<file path="src/rtl/core_pkg.sv">
// Shared RV32I decode types: ALU operations, immediate formats, opcodes and funct7 values.
// The M-extension ALU ops always exist here so the enum encoding is the same with or without RV32M_EN.
package core_pkg;

   typedef enum logic [4:0] {
      ALU_ADD    = 5'd0,
      ALU_SUB    = 5'd1,
      ALU_SLL    = 5'd2,
      ALU_SLT    = 5'd3,
      ALU_SLTU   = 5'd4,
      ALU_XOR    = 5'd5,
      ALU_SRL    = 5'd6,
      ALU_SRA    = 5'd7,
      ALU_OR     = 5'd8,
      ALU_AND    = 5'd9,
      ALU_PASSB  = 5'd10,
      ALU_MUL    = 5'd11,
      ALU_MULH   = 5'd12,
      ALU_MULHSU = 5'd13,
      ALU_MULHU  = 5'd14,
      ALU_DIV    = 5'd15,
      ALU_DIVU   = 5'd16,
      ALU_REM    = 5'd17,
      ALU_REMU   = 5'd18
   } alu_op_t;

   typedef enum logic [2:0] {
      IMM_NONE = 3'd0,
      IMM_I    = 3'd1,
      IMM_S    = 3'd2,
      IMM_B    = 3'd3,
      IMM_U    = 3'd4,
      IMM_J    = 3'd5
   } imm_fmt_t;

   localparam logic [6:0] OP       = 7'b0110011;
   localparam logic [6:0] OP_IMM   = 7'b0010011;
   localparam logic [6:0] LOAD     = 7'b0000011;
   localparam logic [6:0] STORE    = 7'b0100011;
   localparam logic [6:0] BRANCH   = 7'b1100011;
   localparam logic [6:0] JAL      = 7'b1101111;
   localparam logic [6:0] JALR     = 7'b1100111;
   localparam logic [6:0] LUI      = 7'b0110111;
   localparam logic [6:0] AUIPC    = 7'b0010111;
   localparam logic [6:0] MISC_MEM = 7'b0001111;
   localparam logic [6:0] SYSTEM   = 7'b1110011;

   localparam logic [6:0] F7_BASE   = 7'b0000000;
   localparam logic [6:0] F7_ALT    = 7'b0100000;
   localparam logic [6:0] F7_MULDIV = 7'b0000001;

   // funct3 -> ALU op for the base OP/OP_IMM group (shift-right variant resolved by the caller)
   function automatic alu_op_t base_op(input logic [2:0] f3);
      case (f3)
         3'b000:  return ALU_ADD;
         3'b001:  return ALU_SLL;
         3'b010:  return ALU_SLT;
         3'b011:  return ALU_SLTU;
         3'b100:  return ALU_XOR;
         3'b101:  return ALU_SRL;
         3'b110:  return ALU_OR;
         default: return ALU_AND;
      endcase
   endfunction

   function automatic alu_op_t muldiv_op(input logic [2:0] f3);
      case (f3)
         3'b000:  return ALU_MUL;
         3'b001:  return ALU_MULH;
         3'b010:  return ALU_MULHSU;
         3'b011:  return ALU_MULHU;
         3'b100:  return ALU_DIV;
         3'b101:  return ALU_DIVU;
         3'b110:  return ALU_REM;
         default: return ALU_REMU;
      endcase
   endfunction

endpackage

</file>
<file path="src/rtl/core_id_stage_if.sv">
// Fetch-side inputs and ID/EX-side outputs of the decode stage, bundled for the stage and its driver.
interface core_id_stage_if;
   import core_pkg::*;

   logic        i_valid;
   logic [31:0] i_instr;
   logic [31:0] i_pc;
   logic        i_stall;
   logic        i_flush;

   logic        o_id_stall;
   logic        o_re1;
   logic        o_re2;
   logic [4:0]  o_raddr1;
   logic [4:0]  o_raddr2;
   logic        o_rd_latch;
   logic        o_ex_valid;
   logic [31:0] o_ex_pc;
   logic [31:0] o_ex_imm;
   logic [4:0]  o_ex_rd;
   logic        o_ex_we;
   alu_op_t     o_ex_alu_op;
   logic [2:0]  o_ex_funct3;
   logic        o_ex_is_load;
   logic        o_ex_is_store;
   logic        o_ex_is_branch;
   logic        o_ex_is_jal;
   logic        o_ex_is_jalr;
   logic        o_ex_alu_src_imm;
   logic        o_ex_alu_src_pc;
   logic        o_ex_illegal;

   modport master (
      output i_valid, i_instr, i_pc, i_stall, i_flush,
      input  o_id_stall, o_re1, o_re2, o_raddr1, o_raddr2, o_rd_latch,
             o_ex_valid, o_ex_pc, o_ex_imm, o_ex_rd, o_ex_we, o_ex_alu_op, o_ex_funct3,
             o_ex_is_load, o_ex_is_store, o_ex_is_branch, o_ex_is_jal, o_ex_is_jalr,
             o_ex_alu_src_imm, o_ex_alu_src_pc, o_ex_illegal
   );

   modport slave (
      input  i_valid, i_instr, i_pc, i_stall, i_flush,
      output o_id_stall, o_re1, o_re2, o_raddr1, o_raddr2, o_rd_latch,
             o_ex_valid, o_ex_pc, o_ex_imm, o_ex_rd, o_ex_we, o_ex_alu_op, o_ex_funct3,
             o_ex_is_load, o_ex_is_store, o_ex_is_branch, o_ex_is_jal, o_ex_is_jalr,
             o_ex_alu_src_imm, o_ex_alu_src_pc, o_ex_illegal
   );

endinterface

</file>
<file path="src/rtl/core_imm_gen.sv">
// Combinational RV32I immediate extraction; every form sign-extends from instruction bit 31.
module core_imm_gen
   import core_pkg::*;
(
   input  logic [31:0] instr,
   input  imm_fmt_t    fmt,
   output logic [31:0] imm
);

   always_comb begin
      imm = '0;
      case (fmt)
         IMM_I: imm = {{20{instr[31]}}, instr[31:20]};
         IMM_S: imm = {{20{instr[31]}}, instr[31:25], instr[11:7]};
         IMM_B: imm = {{19{instr[31]}}, instr[31], instr[7], instr[30:25], instr[11:8], 1'b0};
         IMM_U: imm = {instr[31:12], 12'b0};
         IMM_J: imm = {{11{instr[31]}}, instr[31], instr[19:12], instr[20], instr[30:21], 1'b0};
         default: imm = '0;
      endcase
   end

endmodule

</file>
<file path="src/rtl/core_id_stage.sv">
// RV32I decode stage: register-file read control, load-use hazard detection and the ID/EX slot.
// Define RV32M_EN to decode the M-extension multiply/divide group instead of trapping it as illegal.
module core_id_stage
   import core_pkg::*;
(
   input logic           clk,
   input logic           rst_n,
   core_id_stage_if.slave bus
);

   logic [6:0]  opcode;
   logic [2:0]  funct3;
   logic [6:0]  funct7;
   imm_fmt_t    fmt;
   logic [31:0] dec_imm;
   alu_op_t     dec_alu;
   logic        use_rs1, use_rs2, dec_we, dec_illegal;
   logic        dec_load, dec_store, dec_branch, dec_jal, dec_jalr, dec_src_imm, dec_src_pc;
   logic        hz;

   assign opcode = bus.i_instr[6:0];
   assign funct3 = bus.i_instr[14:12];
   assign funct7 = bus.i_instr[31:25];

   core_imm_gen u_imm_gen (
      .instr (bus.i_instr),
      .fmt   (fmt),
      .imm   (dec_imm)
   );

   // Read enables follow the opcode's format; illegality only suppresses writeback and class flags.
   always_comb begin
      fmt         = IMM_NONE;
      dec_alu     = ALU_ADD;
      use_rs1     = 1'b0;
      use_rs2     = 1'b0;
      dec_we      = 1'b0;
      dec_illegal = 1'b0;
      dec_load    = 1'b0;
      dec_store   = 1'b0;
      dec_branch  = 1'b0;
      dec_jal     = 1'b0;
      dec_jalr    = 1'b0;
      dec_src_imm = 1'b0;
      dec_src_pc  = 1'b0;
      case (opcode)
         OP: begin
            use_rs1 = 1'b1;
            use_rs2 = 1'b1;
            dec_we  = 1'b1;
            if (funct7 == F7_BASE) dec_alu = base_op(funct3);
            else if (funct7 == F7_ALT && funct3 == 3'b000) dec_alu = ALU_SUB;
            else if (funct7 == F7_ALT && funct3 == 3'b101) dec_alu = ALU_SRA;
`ifdef RV32M_EN
            else if (funct7 == F7_MULDIV) dec_alu = muldiv_op(funct3);
            else dec_illegal = 1'b1;
`else
            else dec_illegal = 1'b1;
`endif
         end
         OP_IMM: begin
            fmt         = IMM_I;
            use_rs1     = 1'b1;
            dec_we      = 1'b1;
            dec_src_imm = 1'b1;
            dec_alu     = base_op(funct3);
            if (funct3 == 3'b001) dec_illegal = (funct7 != F7_BASE);
            else if (funct3 == 3'b101) begin
               if (funct7 == F7_ALT) dec_alu = ALU_SRA;
               else dec_illegal = (funct7 != F7_BASE);
            end
         end
         LOAD: begin
            fmt         = IMM_I;
            use_rs1     = 1'b1;
            dec_we      = 1'b1;
            dec_load    = 1'b1;
            dec_src_imm = 1'b1;
            dec_illegal = (funct3 == 3'b011) || (funct3[2:1] == 2'b11);
         end
         STORE: begin
            fmt         = IMM_S;
            use_rs1     = 1'b1;
            use_rs2     = 1'b1;
            dec_store   = 1'b1;
            dec_src_imm = 1'b1;
            dec_illegal = funct3[2] || (funct3 == 3'b011);
         end
         BRANCH: begin
            fmt         = IMM_B;
            use_rs1     = 1'b1;
            use_rs2     = 1'b1;
            dec_branch  = 1'b1;
            dec_illegal = (funct3[2:1] == 2'b01);
         end
         JAL: begin
            fmt         = IMM_J;
            dec_we      = 1'b1;
            dec_jal     = 1'b1;
            dec_src_imm = 1'b1;
            dec_src_pc  = 1'b1;
         end
         JALR: begin
            fmt         = IMM_I;
            use_rs1     = 1'b1;
            dec_we      = 1'b1;
            dec_jalr    = 1'b1;
            dec_src_imm = 1'b1;
            dec_illegal = (funct3 != 3'b000);
         end
         LUI: begin
            fmt         = IMM_U;
            dec_we      = 1'b1;
            dec_src_imm = 1'b1;
            dec_alu     = ALU_PASSB;
         end
         AUIPC: begin
            fmt         = IMM_U;
            dec_we      = 1'b1;
            dec_src_imm = 1'b1;
            dec_src_pc  = 1'b1;
         end
         MISC_MEM: begin
            fmt         = IMM_I;
            dec_illegal = (funct3 != 3'b000);
         end
         SYSTEM: begin
            fmt         = IMM_I;
            dec_illegal = 1'b1;
         end
         default: dec_illegal = 1'b1;
      endcase
      if (dec_illegal) begin
         dec_alu     = ALU_ADD;
         dec_we      = 1'b0;
         dec_load    = 1'b0;
         dec_store   = 1'b0;
         dec_branch  = 1'b0;
         dec_jal     = 1'b0;
         dec_jalr    = 1'b0;
         dec_src_imm = 1'b0;
         dec_src_pc  = 1'b0;
      end
   end

   assign bus.o_re1      = bus.i_valid && use_rs1;
   assign bus.o_re2      = bus.i_valid && use_rs2;
   assign bus.o_raddr1   = bus.i_instr[19:15];
   assign bus.o_raddr2   = bus.i_instr[24:20];
   assign bus.o_rd_latch = bus.i_stall;

   assign hz = bus.i_valid && bus.o_ex_valid && bus.o_ex_is_load && (bus.o_ex_rd != 5'd0) &&
               ((bus.o_re1 && (bus.o_raddr1 == bus.o_ex_rd)) ||
                (bus.o_re2 && (bus.o_raddr2 == bus.o_ex_rd)));
   assign bus.o_id_stall = hz && !bus.i_flush;

   // ID/EX slot: flush kills, freeze holds, load-use inserts a bubble, otherwise take the decode.
   always_ff @(posedge clk or negedge rst_n) begin
      if (!rst_n) begin
         bus.o_ex_valid       <= 1'b0;
         bus.o_ex_pc          <= '0;
         bus.o_ex_imm         <= '0;
         bus.o_ex_rd          <= '0;
         bus.o_ex_we          <= 1'b0;
         bus.o_ex_alu_op      <= ALU_ADD;
         bus.o_ex_funct3      <= '0;
         bus.o_ex_is_load     <= 1'b0;
         bus.o_ex_is_store    <= 1'b0;
         bus.o_ex_is_branch   <= 1'b0;
         bus.o_ex_is_jal      <= 1'b0;
         bus.o_ex_is_jalr     <= 1'b0;
         bus.o_ex_alu_src_imm <= 1'b0;
         bus.o_ex_alu_src_pc  <= 1'b0;
         bus.o_ex_illegal     <= 1'b0;
      end else if (bus.i_flush) begin
         bus.o_ex_valid <= 1'b0;
      end else if (!bus.i_stall) begin
         if (hz) begin
            bus.o_ex_valid <= 1'b0;
         end else begin
            bus.o_ex_valid       <= bus.i_valid;
            bus.o_ex_pc          <= bus.i_pc;
            bus.o_ex_imm         <= dec_imm;
            bus.o_ex_rd          <= bus.i_instr[11:7];
            bus.o_ex_we          <= dec_we && (bus.i_instr[11:7] != 5'd0);
            bus.o_ex_alu_op      <= dec_alu;
            bus.o_ex_funct3      <= funct3;
            bus.o_ex_is_load     <= dec_load;
            bus.o_ex_is_store    <= dec_store;
            bus.o_ex_is_branch   <= dec_branch;
            bus.o_ex_is_jal      <= dec_jal;
            bus.o_ex_is_jalr     <= dec_jalr;
            bus.o_ex_alu_src_imm <= dec_src_imm;
            bus.o_ex_alu_src_pc  <= dec_src_pc;
            bus.o_ex_illegal     <= dec_illegal;
         end
      end
   end

endmodule

</file>
<file path="src/flat_wrapper.sv">
// flat-port wrapper written by rule: the top's interface ports become plain ports
module core_id_stage_flat import core_pkg::*;
  (clk, rst_n, bus_i_valid, bus_i_instr, bus_i_pc, bus_i_stall, bus_i_flush, bus_o_id_stall, bus_o_re1, bus_o_re2, bus_o_raddr1, bus_o_raddr2, bus_o_rd_latch, bus_o_ex_valid, bus_o_ex_pc, bus_o_ex_imm, bus_o_ex_rd, bus_o_ex_we, bus_o_ex_alu_op, bus_o_ex_funct3, bus_o_ex_is_load, bus_o_ex_is_store, bus_o_ex_is_branch, bus_o_ex_is_jal, bus_o_ex_is_jalr, bus_o_ex_alu_src_imm, bus_o_ex_alu_src_pc, bus_o_ex_illegal);
  core_id_stage_if bus_i ();
  input logic clk;
  input logic rst_n;
  input wire logic [$bits(bus_i.i_valid)-1:0] bus_i_valid;
  input wire logic [$bits(bus_i.i_instr)-1:0] bus_i_instr;
  input wire logic [$bits(bus_i.i_pc)-1:0] bus_i_pc;
  input wire logic [$bits(bus_i.i_stall)-1:0] bus_i_stall;
  input wire logic [$bits(bus_i.i_flush)-1:0] bus_i_flush;
  output wire logic [$bits(bus_i.o_id_stall)-1:0] bus_o_id_stall;
  output wire logic [$bits(bus_i.o_re1)-1:0] bus_o_re1;
  output wire logic [$bits(bus_i.o_re2)-1:0] bus_o_re2;
  output wire logic [$bits(bus_i.o_raddr1)-1:0] bus_o_raddr1;
  output wire logic [$bits(bus_i.o_raddr2)-1:0] bus_o_raddr2;
  output wire logic [$bits(bus_i.o_rd_latch)-1:0] bus_o_rd_latch;
  output wire logic [$bits(bus_i.o_ex_valid)-1:0] bus_o_ex_valid;
  output wire logic [$bits(bus_i.o_ex_pc)-1:0] bus_o_ex_pc;
  output wire logic [$bits(bus_i.o_ex_imm)-1:0] bus_o_ex_imm;
  output wire logic [$bits(bus_i.o_ex_rd)-1:0] bus_o_ex_rd;
  output wire logic [$bits(bus_i.o_ex_we)-1:0] bus_o_ex_we;
  output wire logic [$bits(bus_i.o_ex_alu_op)-1:0] bus_o_ex_alu_op;
  output wire logic [$bits(bus_i.o_ex_funct3)-1:0] bus_o_ex_funct3;
  output wire logic [$bits(bus_i.o_ex_is_load)-1:0] bus_o_ex_is_load;
  output wire logic [$bits(bus_i.o_ex_is_store)-1:0] bus_o_ex_is_store;
  output wire logic [$bits(bus_i.o_ex_is_branch)-1:0] bus_o_ex_is_branch;
  output wire logic [$bits(bus_i.o_ex_is_jal)-1:0] bus_o_ex_is_jal;
  output wire logic [$bits(bus_i.o_ex_is_jalr)-1:0] bus_o_ex_is_jalr;
  output wire logic [$bits(bus_i.o_ex_alu_src_imm)-1:0] bus_o_ex_alu_src_imm;
  output wire logic [$bits(bus_i.o_ex_alu_src_pc)-1:0] bus_o_ex_alu_src_pc;
  output wire logic [$bits(bus_i.o_ex_illegal)-1:0] bus_o_ex_illegal;
  assign bus_i.i_valid = bus_i_valid;
  assign bus_i.i_instr = bus_i_instr;
  assign bus_i.i_pc = bus_i_pc;
  assign bus_i.i_stall = bus_i_stall;
  assign bus_i.i_flush = bus_i_flush;
  assign bus_o_id_stall = bus_i.o_id_stall;
  assign bus_o_re1 = bus_i.o_re1;
  assign bus_o_re2 = bus_i.o_re2;
  assign bus_o_raddr1 = bus_i.o_raddr1;
  assign bus_o_raddr2 = bus_i.o_raddr2;
  assign bus_o_rd_latch = bus_i.o_rd_latch;
  assign bus_o_ex_valid = bus_i.o_ex_valid;
  assign bus_o_ex_pc = bus_i.o_ex_pc;
  assign bus_o_ex_imm = bus_i.o_ex_imm;
  assign bus_o_ex_rd = bus_i.o_ex_rd;
  assign bus_o_ex_we = bus_i.o_ex_we;
  assign bus_o_ex_alu_op = bus_i.o_ex_alu_op;
  assign bus_o_ex_funct3 = bus_i.o_ex_funct3;
  assign bus_o_ex_is_load = bus_i.o_ex_is_load;
  assign bus_o_ex_is_store = bus_i.o_ex_is_store;
  assign bus_o_ex_is_branch = bus_i.o_ex_is_branch;
  assign bus_o_ex_is_jal = bus_i.o_ex_is_jal;
  assign bus_o_ex_is_jalr = bus_i.o_ex_is_jalr;
  assign bus_o_ex_alu_src_imm = bus_i.o_ex_alu_src_imm;
  assign bus_o_ex_alu_src_pc = bus_i.o_ex_alu_src_pc;
  assign bus_o_ex_illegal = bus_i.o_ex_illegal;
  core_id_stage u_core (.clk(clk), .rst_n(rst_n), .bus(bus_i));
endmodule
</file>
<file path="config.mk">
export PLATFORM = sky130hd
export DESIGN_NAME = core_id_stage_flat
export DESIGN_NICKNAME = d
export VERILOG_FILES = /design/src/rtl/core_pkg.sv /design/src/rtl/core_id_stage_if.sv /design/src/rtl/core_imm_gen.sv /design/src/rtl/core_id_stage.sv /design/src/flat_wrapper.sv
export SDC_FILE = /design/constraint.sdc
export NUM_CORES = 1
export LEC_CHECK = 0
export BUFFER_PORTS_ARGS = -buffer_cell sky130_fd_sc_hd__buf_2
export CORE_MARGIN = 8
export CORE_UTILIZATION = 25
export CTS_BUF_LIST = sky130_fd_sc_hd__clkbuf_8
export DETAILED_ROUTE_END_ITERATION = 12
export GPL_TIMING_DRIVEN = 1
export SKIP_LAST_GASP = 1
export SLEW_MARGIN = 20
export SYNTH_ARGS = -nofsm -noshare
export SYNTH_HDL_FRONTEND = slang
export SYNTH_HIERARCHICAL = 1
export SYNTH_SLANG_ARGS = --single-unit
export TNS_END_PERCENT = 10
</file>
<file path="constraint.sdc">
create_clock -name clk -period 2.5 [get_ports clk]
set_input_delay 0.375 -clock clk [delete_from_list [all_inputs] [get_ports clk]]
set_output_delay 0.375 -clock clk [all_outputs]
set_load 0.02 [all_outputs]
</file>
## Yosys cells after proc, flatten, opt, wreduce, memory -nomap -nowiden

Cells that the tools add are included.

| storage, ports and cells | value |
|---|---|
| input bits | 69 |
| register bits after elaboration | 87 |
| word-level logic and storage cells | 117 |
| output and inout port bits | 101 |

| operators by class | value |
|---|---|
| mux-type cells | 39 |
| eq/ne operators | 28 |
| reductions and logical operators | 32 |
| bitwise gates (word level) | 3 |

Operators with widths:

| cell | number |
|---|---|
| $pmux 32 s5 | 1 |
| $eq 7x6->1 const B | 4 |
| $eq 7x7->1 const B | 4 |
| $pmux 4 s7 | 1 |
| $mux 1 | 27 |
| $mux 5 | 5 |
| $eq 3x3->1 const B | 5 |
| $pmux 3 s5 | 1 |
| $pmux 5 s3 | 1 |
| $eq 7x5->1 const B | 2 |
| $reduce_or 7->1 | 2 |
| $eq 3x2->1 const B | 4 |
| $logic_and 1x1->1 | 12 |
| $eq 5x5->1 | 2 |
| $reduce_bool 5->1 | 2 |
| $eq 7x2->1 const B | 1 |
| $eq 7x4->1 const B | 1 |
| $logic_not 7->1 | 1 |
| $pmux 1 s7 | 1 |
| $reduce_bool 7->1 | 1 |
| $eq 3x1->1 const B | 2 |
| $reduce_or 2->1 | 3 |
| $reduce_or 3->1 | 2 |
| $reduce_or 6->1 | 1 |
| 12 further kinds | 16 |

## Depth between registers and ports, before layout

Gate-level depths: netlist (run 1).

| logic depth | value |
|---|---|
| word-level depth | 10 |
| mapped depth | 10 |
| gate-level depth less buffers | 8 |

## Modules after synthesis

Netlist (run 1), hierarchy kept.

By module, submodules not included:

| module | area each (µm²) | sequential area each (µm²) | cells an instance | instances |
|---|---|---|---|---|
| core_id_stage | 3970.1 | 2152.1 | 319 | 1 |
| core_imm_gen | 390.4 | 0.0 | 66 | 1 |

## Worst setup path before layout (run 1)

No wires, ideal clock.

| timing path | value |
|---|---|
| kind | input to register |
| start point | input bus_i_instr[6] |
| end point | register u_core/bus.o_ex_imm[10] (netlist bit) |
| cell stages on the path | 9 |
| setup slack | 81 ps |
| setup time | 125 ps |
| buffers on the path | 1 |
| arrival | 2294 ps |
| cell sequence | clkbuf_1 nand2b_1 nor3_1 a21oi_1 o21ai_0 nor2b_4 or2_1 and2_1 mux2_2 |

| between the ends | value |
|---|---|
| elaborated cells between the ends (all ways) | 32 |
| classes of those cells | 16 x eq/ne; 4 x mux; 1 x bitwise; 11 x reduce/logical |

RTL lines:

| element | RTL line | text |
|---|---|---|
| from (decl) | flat_wrapper.sv:8 | `input wire logic [$bits(bus_i.i_instr)-1:0] bus_i_instr;` |
| $eq 7x7->1, or another cell as far along | core_id_stage.sv:46 | `case (opcode)` |
| $reduce_or 5->1 (no line) / $reduce_or 2->1 (equally long branches) | -- |  |
| $pmux 3 s5 (*) | core_id_stage.sv:46 |  |
| via u_core.fmt[2] | core_id_stage.sv:14 | `imm_fmt_t fmt;` |
| $eq 3x3->1, or another cell as far along | core_imm_gen.sv:12 | `case (fmt)` |
| $pmux 32 s5 (*) | core_imm_gen.sv:12 |  |
| via u_core.dec_imm[10] | core_id_stage.sv:15 | `logic [31:0] dec_imm;` |
| to (signal assigned) | core_id_stage.sv:183 | `bus.o_ex_imm <= dec_imm;` |
| to (decl) | core_id_stage_if.sv:44 | `o_ex_valid, o_ex_pc, o_ex_imm, o_ex_rd, o_ex_we, o_ex_alu_op, o_ex_funct3,` |

The timed path passes the listed nets; every way through them passes the cells marked *.
A chain may end at the register's enable or synchronous reset.

## Final worst setup path (run 1)

| timing path | value |
|---|---|
| start point | register u_core/bus.o_ex_rd[1] (netlist bit) |
| end point | register u_core/bus.o_ex_pc[17] (netlist bit) |

| between the ends | value |
|---|---|
| cells in the longest elaborated chain, start to end | 6 |
| elaborated cells between the ends (all ways) | 10 |
| classes of those cells | 2 x eq/ne; 1 x bitwise; 7 x reduce/logical |

Ends and longest elaborated chain:

| element | RTL line | text |
|---|---|---|
| from (decl) | core_id_stage_if.sv:44 |  |
| from (signal assigned) | core_id_stage.sv:184 | `bus.o_ex_rd <= bus.i_instr[11:7];` |
| $eq 5x5->1, on equally long branches | core_id_stage.sv:153, core_id_stage.sv:154 |  |
| $logic_and 1x1->1, on equally long branches | core_id_stage.sv:153, core_id_stage.sv:154 |  |
| $logic_or 1x1->1 | core_id_stage.sv:153 | `((bus.o_re1 && (bus.o_raddr1 == bus.o_ex_rd)) \|\|` |
| $logic_and 1x1->1 (*) | core_id_stage.sv:152 | `assign hz = bus.i_valid && bus.o_ex_valid && bus.o_ex_is_load && (bus.o_ex_rd != 5'd0) &&` |
| $not 1->1 (no line) (*) | -- |  |
| $reduce_and 3->1 (no line) (*) | -- |  |
| to (signal assigned) | core_id_stage.sv:182 | `bus.o_ex_pc <= bus.i_pc;` |
| to (decl) | core_id_stage_if.sv:44 |  |

Mark *: on every way between the ends. The rest lies on a longest branch, timed or not.

==> results of run 1 <==
==> layout make-up <==
cell class / instances / area, um^2
multi-input cells: 258 / 1980
clock inverters: 6 / 78.8
inverters: 6 / 22.5
well taps: 225 / 282
repair buffers: 193 / 1090
fillers: 1819 / 11400
clock buffers: 10 / 138
flip-flops and latches: 86 / 2150
==> sequential cells by signal (all words and copies together), names as in the netlist, 3 cells and up <==
signal                  cells
u_core/bus.o_ex_imm        32
u_core/bus.o_ex_pc         32
u_core/bus.o_ex_rd          5
u_core/bus.o_ex_alu_op      4
u_core/bus.o_ex_funct3      3
==> stage by stage <==
stage,hold WS [ps],area (um^2),instances,total power [uW],setup TNS (ps)
final,227,5750,784,3440,0
after global routing,201,5750,784,3630,-16.3
after CTS,206,5720,781,3510,0
after detailed placement,367,5490,764,2390,-6470
after global placement,360,5490,764,2370,-6020
after floorplan,79.4,4360,385,2050,0
==> worst paths after layout <==
check / start / end / slack [ps] / cells after the start
max in group asynchronous: rst_n / u_core/bus.o_ex_pc[27]$_DFFE_PN0P_ / 1320 / 3
hold reg to reg: u_core/bus.o_ex_pc[16]$_DFFE_PN0P_ / u_core/bus.o_ex_pc[16]$_DFFE_PN0P_ / 490 / 1
hold / removal: bus_i_pc[31] / u_core/bus.o_ex_pc[31]$_DFFE_PN0P_ / 230 / 2
min in group asynchronous: rst_n / u_core/bus.o_ex_is_store$_DFFE_PN0P_ / 500 / 2
setup / recovery: u_core/bus.o_ex_rd[1]$_DFFE_PN0P_ / u_core/bus.o_ex_pc[17]$_DFFE_PN0P_ / 100 / 8
setup reg to reg: u_core/bus.o_ex_rd[1]$_DFFE_PN0P_ / u_core/bus.o_ex_pc[17]$_DFFE_PN0P_ / 100 / 8
==> critical path: cells and delay by family, from the launching register on <==
kind / cells / cell delay [ps]
buf+inv: 3 / 560
flops: 1 / 380
mux: 1 / 380
simple gates: 4 / 970
==> cell families after synthesis <==
family / count (synthesis) / synth area share [%]
simple gates: 104 / 13.3
flops: 86 / 49.4
mux: 74 / 19.1
compound gates: 67 / 10.5
buf+inv: 41 / 5.25
xor+xnor: 12 / 2.41
other cells: 1 / 0.0860
==> repair_timing <==
| item | CTS | global route |
|---|---|---|
| endpoints found under the hold margin | 33 | 0 |
| setup endpoints to repair | 0 | 58 |
| setup buffers | 0 | 2 |
| hold buffers | 1 | 0 |
| gates resized for setup | 0 | 2 |
==> metal layers <==
layer / part of all wire [%] / GRT usage, % / vias to the layer above / routed length [um]
li1: - / - / 1697 / -
met1: 42 / 14.7 / 1737 / 5940
met2: 49 / 21.9 / 109 / 6840
met3: 6.5 / 4.13 / 21 / 907
met4: 2.6 / 5.46 / 0 / 359
met5: 0 / 0 / - / 0
==> synth_stat cells (6+ instances only) <==
master	count	share of area, %
a21o_1	8	1.4
nand2b_1	8	1.1
o21ai_0	18	2.1
dfrtp_1	86	49
xnor2_1	10	2.0
clkbuf_1	6	0.52
buf_2	12	1.4
buf_4	16	2.8
mux2_2	70	18
inv_1	6	0.52
and2_1	9	1.3
nor2_1	24	2.1
a22o_1	8	1.6
nand2_1	25	2.2
nand3_1	8	0.92
a21oi_1	10	1.1
==> power by group <==
group          internal [uW]  switching (uW)  leakage, uW
clock network            580             505     0.000116
logic                    323             455      0.00167
registers               1510            61.7      0.00110
total                   2410            1020      0.00288
==> summary.txt, run 1 <==
Status: finished, final reports clean
H-tree depth: 3
Worst-case clock buffer depth: 2
Max Fclk: 0.417 GHz
Pin count of the biggest net entering global routing: 54
Final worst setup slack: 104 ps
Commonest non-fill, non-tap cells in the layout: buf_2, dfrtp_1, mux2_2, nand2_1, nor2_1
Vias/cell: 4.55
Max stage delay on crit path: 550 ps
Synthesized instance count: 385
Area of the die: 0.0219 mm^2
Fin. max-slew vios: 0
Data required, critical path: 2760 ps
CP arrival: 2650 ps
Vias in the first global route: 4,032
Tmin final: 2400 ps
Worst-path maximum fanout: 25
Worst path slowest cell: or4_1
Synth cell types: 54
Layout area overhead: 31.9%
PD cells: 598 mW/mm^2
Post-synthesis sequential area ratio: 49.4%
NumNets Final: 623
WS Path Type: flip-flop to flip-flop
Core area: 0.0172 mm^2
Number of flops mapped to enable cells by yosys: 0
Detail Route Antenna Nets: 0
Insertion delay to the later sink of the worst-skew pair: 370 ps
IO Count: 170
# setup viols final: 0
RSZ-0062 raised after global routing: true
Ys Warns: 6
Ant. Diodes: 0
Hpwl dp: 10,800 um
Setup crit start kind: flip-flop
Hold WC Path Type: primary input to flip-flop
Post-Place Setup Slack: -133 ps
Dominant synthesized flop cell: dfrtp_1
# rows: 48
Antenna violations before repair: 0
Final Hold Fails: 0
Root Driver: clkbuf_8
Max-slew headroom: 54.4%
Share of synthesized registers carrying an async set or reset: 100%
CP cell instances: or4_1 -> nor2_1 -> nor4b_2 -> buf_4 -> nor4_4 -> buf_4 -> buf_6 -> mux2_2
Starting Density: 25.4%
Total track usage: 12.9%
Peak supply drop: 0.000266 V
CTS clock-pin slew for the worst setup and hold paths: 90 ps
Clk sinks: 86
Fin crit share: 95.8%
WL per Instance: 17.9 um
Endpoint class of the critical path: flip-flop
Share of cells above drive strength 1: 51.0%
Post-Syn Area: 0.00436 mm^2
Max-Cap Viols: 0
Vias: 3,564
Total wire length: 14,100 um
Remaining Overflow, GRT: 0
Initial DRC Count: 94
Leakage: 0.00288 uW
Syn_area_per_cell: 11.3 um^2
Die height: 148 um
Commonest non-fill, non-tap cell in the layout: buf_2
CTS tree: done
Die Width: 148 um
FF+latch count, synth: 86
Slew @ Worst Pin: 682 ps
Port bufs: 168
Final Skew: 8.73 ps
Most Frequent Cell on Critical Path: buf_4
Final core occ: 33.5%
# DRC: 0
Syn nets: 454
GPL Wtd Cong: 0.804
Drt first pass iters: 5
First-pass GRT wire length: 22,000 um
Cts bufs inserted: 9
No activity file was read; power rests on OpenSTA's default activity.
==> run 2: changes to the inputs <==
--- a/config.mk
+++ b/config.mk
@@ -6,6 +6,7 @@
 export NUM_CORES = 1
 export LEC_CHECK = 0
 export BUFFER_PORTS_ARGS = -buffer_cell sky130_fd_sc_hd__buf_2
+export CAP_MARGIN = 10
 export CORE_MARGIN = 8
 export CORE_UTILIZATION = 25
 export CTS_BUF_LIST = sky130_fd_sc_hd__clkbuf_8
==> constraint.sdc (replaced) <==
create_clock -name clk -period 2.2 [get_ports clk]
set_input_delay 0.33 -clock clk [delete_from_list [all_inputs] [get_ports clk]]
set_output_delay 0.33 -clock clk [all_outputs]
set_load 0.02 [all_outputs]
==> run 2 against run 1 <==
The flow now finishes with violations (negative setup slack). Clock skew is 1.6 ps lower. Sequential share of layout area is 2.2 points lower. Via count is 3.6% higher. Largest cell class unchanged. Worst hold slack worse by 39 ps. Clock power hardly changed. Combinational power is 22% higher. Count of clock-buffer cells in the layout stayed put. Cell area is 6.5% higher. First-iteration DRC count is 47% higher. Core utilization is 2.2 points higher. Non-clock buffer count is 36 higher. Setup slack worse by 260 ps.
==> summary.txt, run 2 (same netlist as run 1, synthesis figures left out) <==
Layout area overhead: 40.4%
Critical path's top delay family: simple AND/OR/NAND/NOR gates
Total track usage: 12.8%
PD cells: 627 mW/mm^2
RSZ-0062 raised after global routing: true
Insertion delay to the later sink of the worst-skew pair: 370 ps
WL per Instance: 17.7 um
# DRC: 0
FF-to-FF path depth: 7
# rows: 48
R2R setup slack: -150 ps
Clk sinks: 86
Most Frequent Cell on Critical Path: nor4_4
Max Fclk: 0.425 GHz
Leakage: 0.00309 uW
Worst-path maximum fanout: 11
Failing checks: negative setup slack
Max-Cap Viols: 0
Detail Route Antenna Nets: 0
Worst path slowest cell: or4_4
Share of cells above drive strength 1: 55.4%
Hold wc startpoint: bus_i_flush
CP cell instances: or4_4 -> o21ai_4 -> nor4_4 -> nor4_4 -> buf_6 -> clkbuf_16 -> mux2_2
Area of the die: 0.0219 mm^2
First-pass GRT wire length: 21,900 um
Drt first pass iters: 5
Endpoint class of the critical path: flip-flop
Cts bufs inserted: 9
Die Width: 148 um
Root Driver: clkbuf_8
Hold path depth: 2
Remaining Overflow, GRT: 0
Commonest non-fill, non-tap cells in the layout: buf_2, dfrtp_1, mux2_2, buf_4, nand2_1
FF-to-FF Start: u_core/bus.o_ex_rd[2]$_DFFE_PN0P_
Setup crit start kind: flip-flop
Starting Density: 25.4%
Port bufs: 168
WS Path Type: flip-flop to flip-flop
H-tree depth: 3
Slew @ Worst Pin: 734 ps
Antenna violations before repair: 0
Top Registers: u_core/bus.o_ex_imm: 32 flops, u_core/bus.o_ex_pc: 32 flops, u_core/bus.o_ex_rd: 5 flops
Fin crit share: 107%
Worst R2R End: u_core/bus.o_ex_imm[15]$_DFFE_PN0P_
Hold WC Path Type: primary input to flip-flop
Hold Slack: 188 ps
CTS clock-pin slew for the worst setup and hold paths: 80 ps
Data required, critical path: 2450 ps
# setup viols final: 86
Worst-case clock buffer depth: 2
Core area: 0.0172 mm^2
Hold-critical path endpoint: u_core/bus.o_ex_valid$_DFFE_PN0P_
Vias in the first global route: 4,032
Max stage delay on crit path: 530 ps
Ant. Diodes: 0
Peak supply drop: 0.000249 V
CTS tree: done
Pin count of the biggest net entering global routing: 53
IO Count: 170
Post-Place Setup Slack: -315 ps
Die height: 148 um
Final Hold Fails: 0
GPL Wtd Cong: 0.765
Fin. max-slew vios: 0
CP arrival: 2600 ps
Hpwl dp: 11,200 um
Final worst setup slack: -152 ps
NumNets Final: 659
Final Skew: 7.16 ps
Vias/cell: 4.51
Status: finished with violations
Initial DRC Count: 138
Total wire length: 14,500 um
Max-slew headroom: 51.0%
Commonest non-fill, non-tap cell in the layout: buf_2
Vias: 3,694
Tmin final: 2350 ps
CP bufs+invs: 2
## run 2: changes by cell type in the layout (fill, tap and decap cells not counted), sizes merged
cell    delta
buf       +34
clkbuf     +2
bufinv     -1
clkinv     +2
inv        -2
## run 2: report_power, final
| group | internal [uW] | switching [uW] | total, uW |
|---|---|---|---|
| clock | 541 | 552 | 1090 |
| combinational | 418 | 534 | 952 |
| sequential | 1720 | 72.9 | 1790 |
## run 2: area by class of cell
cell class	instances	area [um^2]
tap	225	282
clock buffer	10	138
fill	1773	11100
sequential	86	2160
multi-input combinational	258	2020
timing repair buffer	229	1450
inverter	6	22.5
clock inverter	5	51.3
## run 2: worst max-delay path by stage
| stage | cells after the start | to | from |
|---|---|---|---|
| after global routing | 7 | u_core/bus.o_ex_rd[3]$_DFFE_PN0P_ | u_core/bus.o_ex_rd[2]$_DFFE_PN0P_ |
| after detailed placement | 9 | u_core/bus.o_ex_is_branch$_DFFE_PN0P_ | bus_i_instr[4] |
| after CTS | 7 | bus_o_id_stall | u_core/bus.o_ex_rd[1]$_DFFE_PN0P_ |
| after floorplan | 7 | u_core/bus.o_ex_imm[31]$_DFFE_PN0P_ | u_core/bus.o_ex_rd[1]$_DFFE_PN0P_ |
| after global placement | 9 | u_core/bus.o_ex_is_store$_DFFE_PN0P_ | bus_i_instr[4] |
| final | 7 | u_core/bus.o_ex_imm[15]$_DFFE_PN0P_ | u_core/bus.o_ex_rd[2]$_DFFE_PN0P_ |
## run 2: what timing repair did
action	4_1_cts	5_1_grt
endpoints found under the hold margin	34	0
cloned	0	5
buffers inserted	1	2
gates resized for setup	9	12
hold buffers	1	0
setup endpoints to repair	86	86
pin swaps	1	5
## run 2: routing by layer
layer	up-vias	track usage [%]	part of all wire, %
met5	-	0	0
met4	0	3.47	1.2
met3	15	4.62	6.3
met2	107	22.3	50
met1	1802	14.5	42
li1	1770	-	-
## run 2: through the flow
stage | setup TNS [ps] | instance area, um^2 | instances | power, uW | utilization [%]
5_1_grt | -18320 | 6120 | 819 | 4060 | 35.6
2_1_floorplan | -5370 | 4380 | 385 | 2330 | -
4_1_cts | -16070 | 5960 | 812 | 3880 | 34.7
3_3_place_gp | -27520 | 5710 | 795 | 2720 | 33.3
3_5_place_dp | -20660 | 5710 | 795 | 2740 | 33.3
6_report | -10550 | 6120 | 819 | 3840 | 35.6
## run 2: worst reg2reg max path: cells and delay by family, from the launching register on
kind | cells | cell delay [ps]
buf+inv | 2 | 410
simple gates | 3 | 900
compound gates | 1 | 180
mux | 1 | 340
flops | 1 | 410
==> run 3: changes to the inputs <==
--- a/config.mk
+++ b/config.mk
@@ -12,6 +12,7 @@
 export CTS_BUF_LIST = sky130_fd_sc_hd__clkbuf_8
 export DETAILED_ROUTE_END_ITERATION = 12
 export GPL_TIMING_DRIVEN = 1
+export PLACE_DENSITY_LB_ADDON = 0.25
 export SKIP_LAST_GASP = 1
 export SLEW_MARGIN = 20
 export SYNTH_ARGS = -nofsm -noshare
==> run 3 against run 2 <==
The run still ends with negative setup slack left. Clock skew grew 3.6 ps. Critical path type unchanged. Via count up 0.70%. Setup slack lost 47 ps. Die area did not move. Sequential cell count unchanged. Register-to-register slack got worse by 50 ps. Total power rose by 1.9%.
==> summary.txt, run 3 (same netlist as run 1, synthesis figures left out) <==
Area of the die: 0.0219 mm^2
Worst-path maximum fanout: 11
Slew @ Worst Pin: 754 ps
CP arrival: 2660 ps
Post-Place Setup Slack: -234 ps
Ant. Diodes: 0
RSZ-0062 raised after global routing: true
Pwr Total: 3910 uW
Tmin final: 2400 ps
Status: finished with violations
Data required, critical path: 2460 ps
PD cells: 643 mW/mm^2
H-tree depth: 3
Port bufs: 168
Layout area overhead: 39.6%
Initial DRC Count: 131
Leakage: 0.00306 uW
Failing checks: negative setup slack
Final cell count without fillers: 820
IO Count: 170
GRT met3 Usage: 5.68%
Hpwl dp: 10,800 um
Filler Cell Count: 1,773
Pin count of the biggest net entering global routing: 52
Commonest non-fill, non-tap cells in the layout: buf_2, dfrtp_1, mux2_2, buf_4, nand2_1
Fin. max-slew vios: 0
Multi-input gate area: 0.00200 mm^2
Met2 Use GR: 19.6%
Peak supply drop: 0.000280 V
Worst-case clock buffer depth: 2
Cts bufs inserted: 9
Starting Density: 25.4%
Max-slew headroom: 49.6%
CTS clock-pin slew for the worst setup and hold paths: 100 ps
Fin crit share: 109%
Total wire length: 13,800 um
Root Driver: clkbuf_8
Busiest layer in global routing: met2
Share of cells above drive strength 1: 55.3%
NumNets Final: 659
Endpoint class of the critical path: flip-flop
Final Skew: 10.8 ps
Drt first pass iters: 4
WL per Instance: 16.8 um
CTS tree: done
FF-to-FF path depth: 8
Detail Route Antenna Nets: 0
Register Area: 0.00215 mm^2
Insertion delay to the later sink of the worst-skew pair: 380 ps
Setup crit start kind: flip-flop
GPL Wtd Cong: 0.860
Hold WC Path Type: primary input to flip-flop
Antenna violations before repair: 0
# setup viols final: 85
# rows: 48
Max Fclk: 0.417 GHz
Dpl cells: 799
Top Registers: u_core/bus.o_ex_imm: 32 flops, u_core/bus.o_ex_pc: 32 flops, u_core/bus.o_ex_rd: 5 flops
Vias: 3,720
Die Width: 148 um
WS Path Type: flip-flop to flip-flop
Total track usage: 12.6%
Remaining Overflow, GRT: 0
Vias/cell: 4.54
Hold Slack: 165 ps
# DRC: 0
Commonest non-fill, non-tap cell in the layout: buf_2
Post-route cell area: 0.00609 mm^2
Hold path depth: 2
Vias in the first global route: 4,005
Final Hold Fails: 0
M1 GR Usage: 14.8%
Max-Cap Viols: 0
Die height: 148 um
DP Area: 0.00579 mm^2
Clk sinks: 86
First-pass GRT wire length: 21,500 um
Core area: 0.0172 mm^2
Final worst setup slack: -199 ps
-- run 3: metrics by stage --
| stage | TNS, ps | util, % |
|---|---|---|
| after CTS | -15360 | 35.2 |
| after detailed placement | -15910 | 33.7 |
| final | -14310 | 35.4 |
| after global placement | -17150 | 33.7 |
| after floorplan | -5370 | - |
| after global routing | -22740 | 35.4 |
-- run 3: report_power, final --
group          switching (uW)  internal (uW)
Sequential               73.3           1720
Clock                     646            538
Combinational             523            413
Total                    1240           2670
-- run 3: repair_timing --
action / in CTS / in global routing
pin swaps: 1 / 0
gates cloned: 1 / 1
hold buffers: 1 / 0
setup buffers: 1 / 1
resized for setup: 4 / 1
hold endpoints to repair: 35 / 0
setup endpoints to repair: 85 / 86
-- run 3: final timing paths --
check / from / to / slack (ps)
max: u_core/bus.o_ex_rd[1]$_DFFE_PN0P_ / u_core/bus.o_ex_pc[28]$_DFFE_PN0P_ / -200
min: bus_i_pc[31] / u_core/bus.o_ex_pc[31]$_DFFE_PN0P_ / 170
max reg2reg: u_core/bus.o_ex_rd[1]$_DFFE_PN0P_ / u_core/bus.o_ex_pc[28]$_DFFE_PN0P_ / -200
min reg2reg: u_core/bus.o_ex_pc[31]$_DFFE_PN0P_ / u_core/bus.o_ex_pc[31]$_DFFE_PN0P_ / 490
max in group asynchronous: rst_n / u_core/bus.o_ex_pc[2]$_DFFE_PN0P_ / 1100
min in group asynchronous: rst_n / u_core/bus.o_ex_is_jalr$_DFFE_PN0P_ / 450
-- run 3: final cells by class --
class | count | share of cell area, %
clock buffer | 9 | 2.03
inverter | 6 | 0.370
timing repair buffer | 229 | 23.4
clock inverter | 7 | 1.34
multi-input combinational | 258 | 32.8
sequential | 86 | 35.4
tap | 225 | 4.62
-- run 3: routing by layer --
layer | vias to the layer above | share of wire [%]
met5 | - | 0
met4 | 0 | 1.8
met3 | 18 | 11
met2 | 145 | 45
met1 | 1793 | 43
li1 | 1764 | -
-- run 3: critical path, stage by stage (launching register included) --
cell and delay [ps]:
dfrtp_2 410, or4_4 540, nor2_2 110, nor4b_2 50, buf_4 140, nor4_4 320
buf_6 210, buf_12 150, mux2_2 340
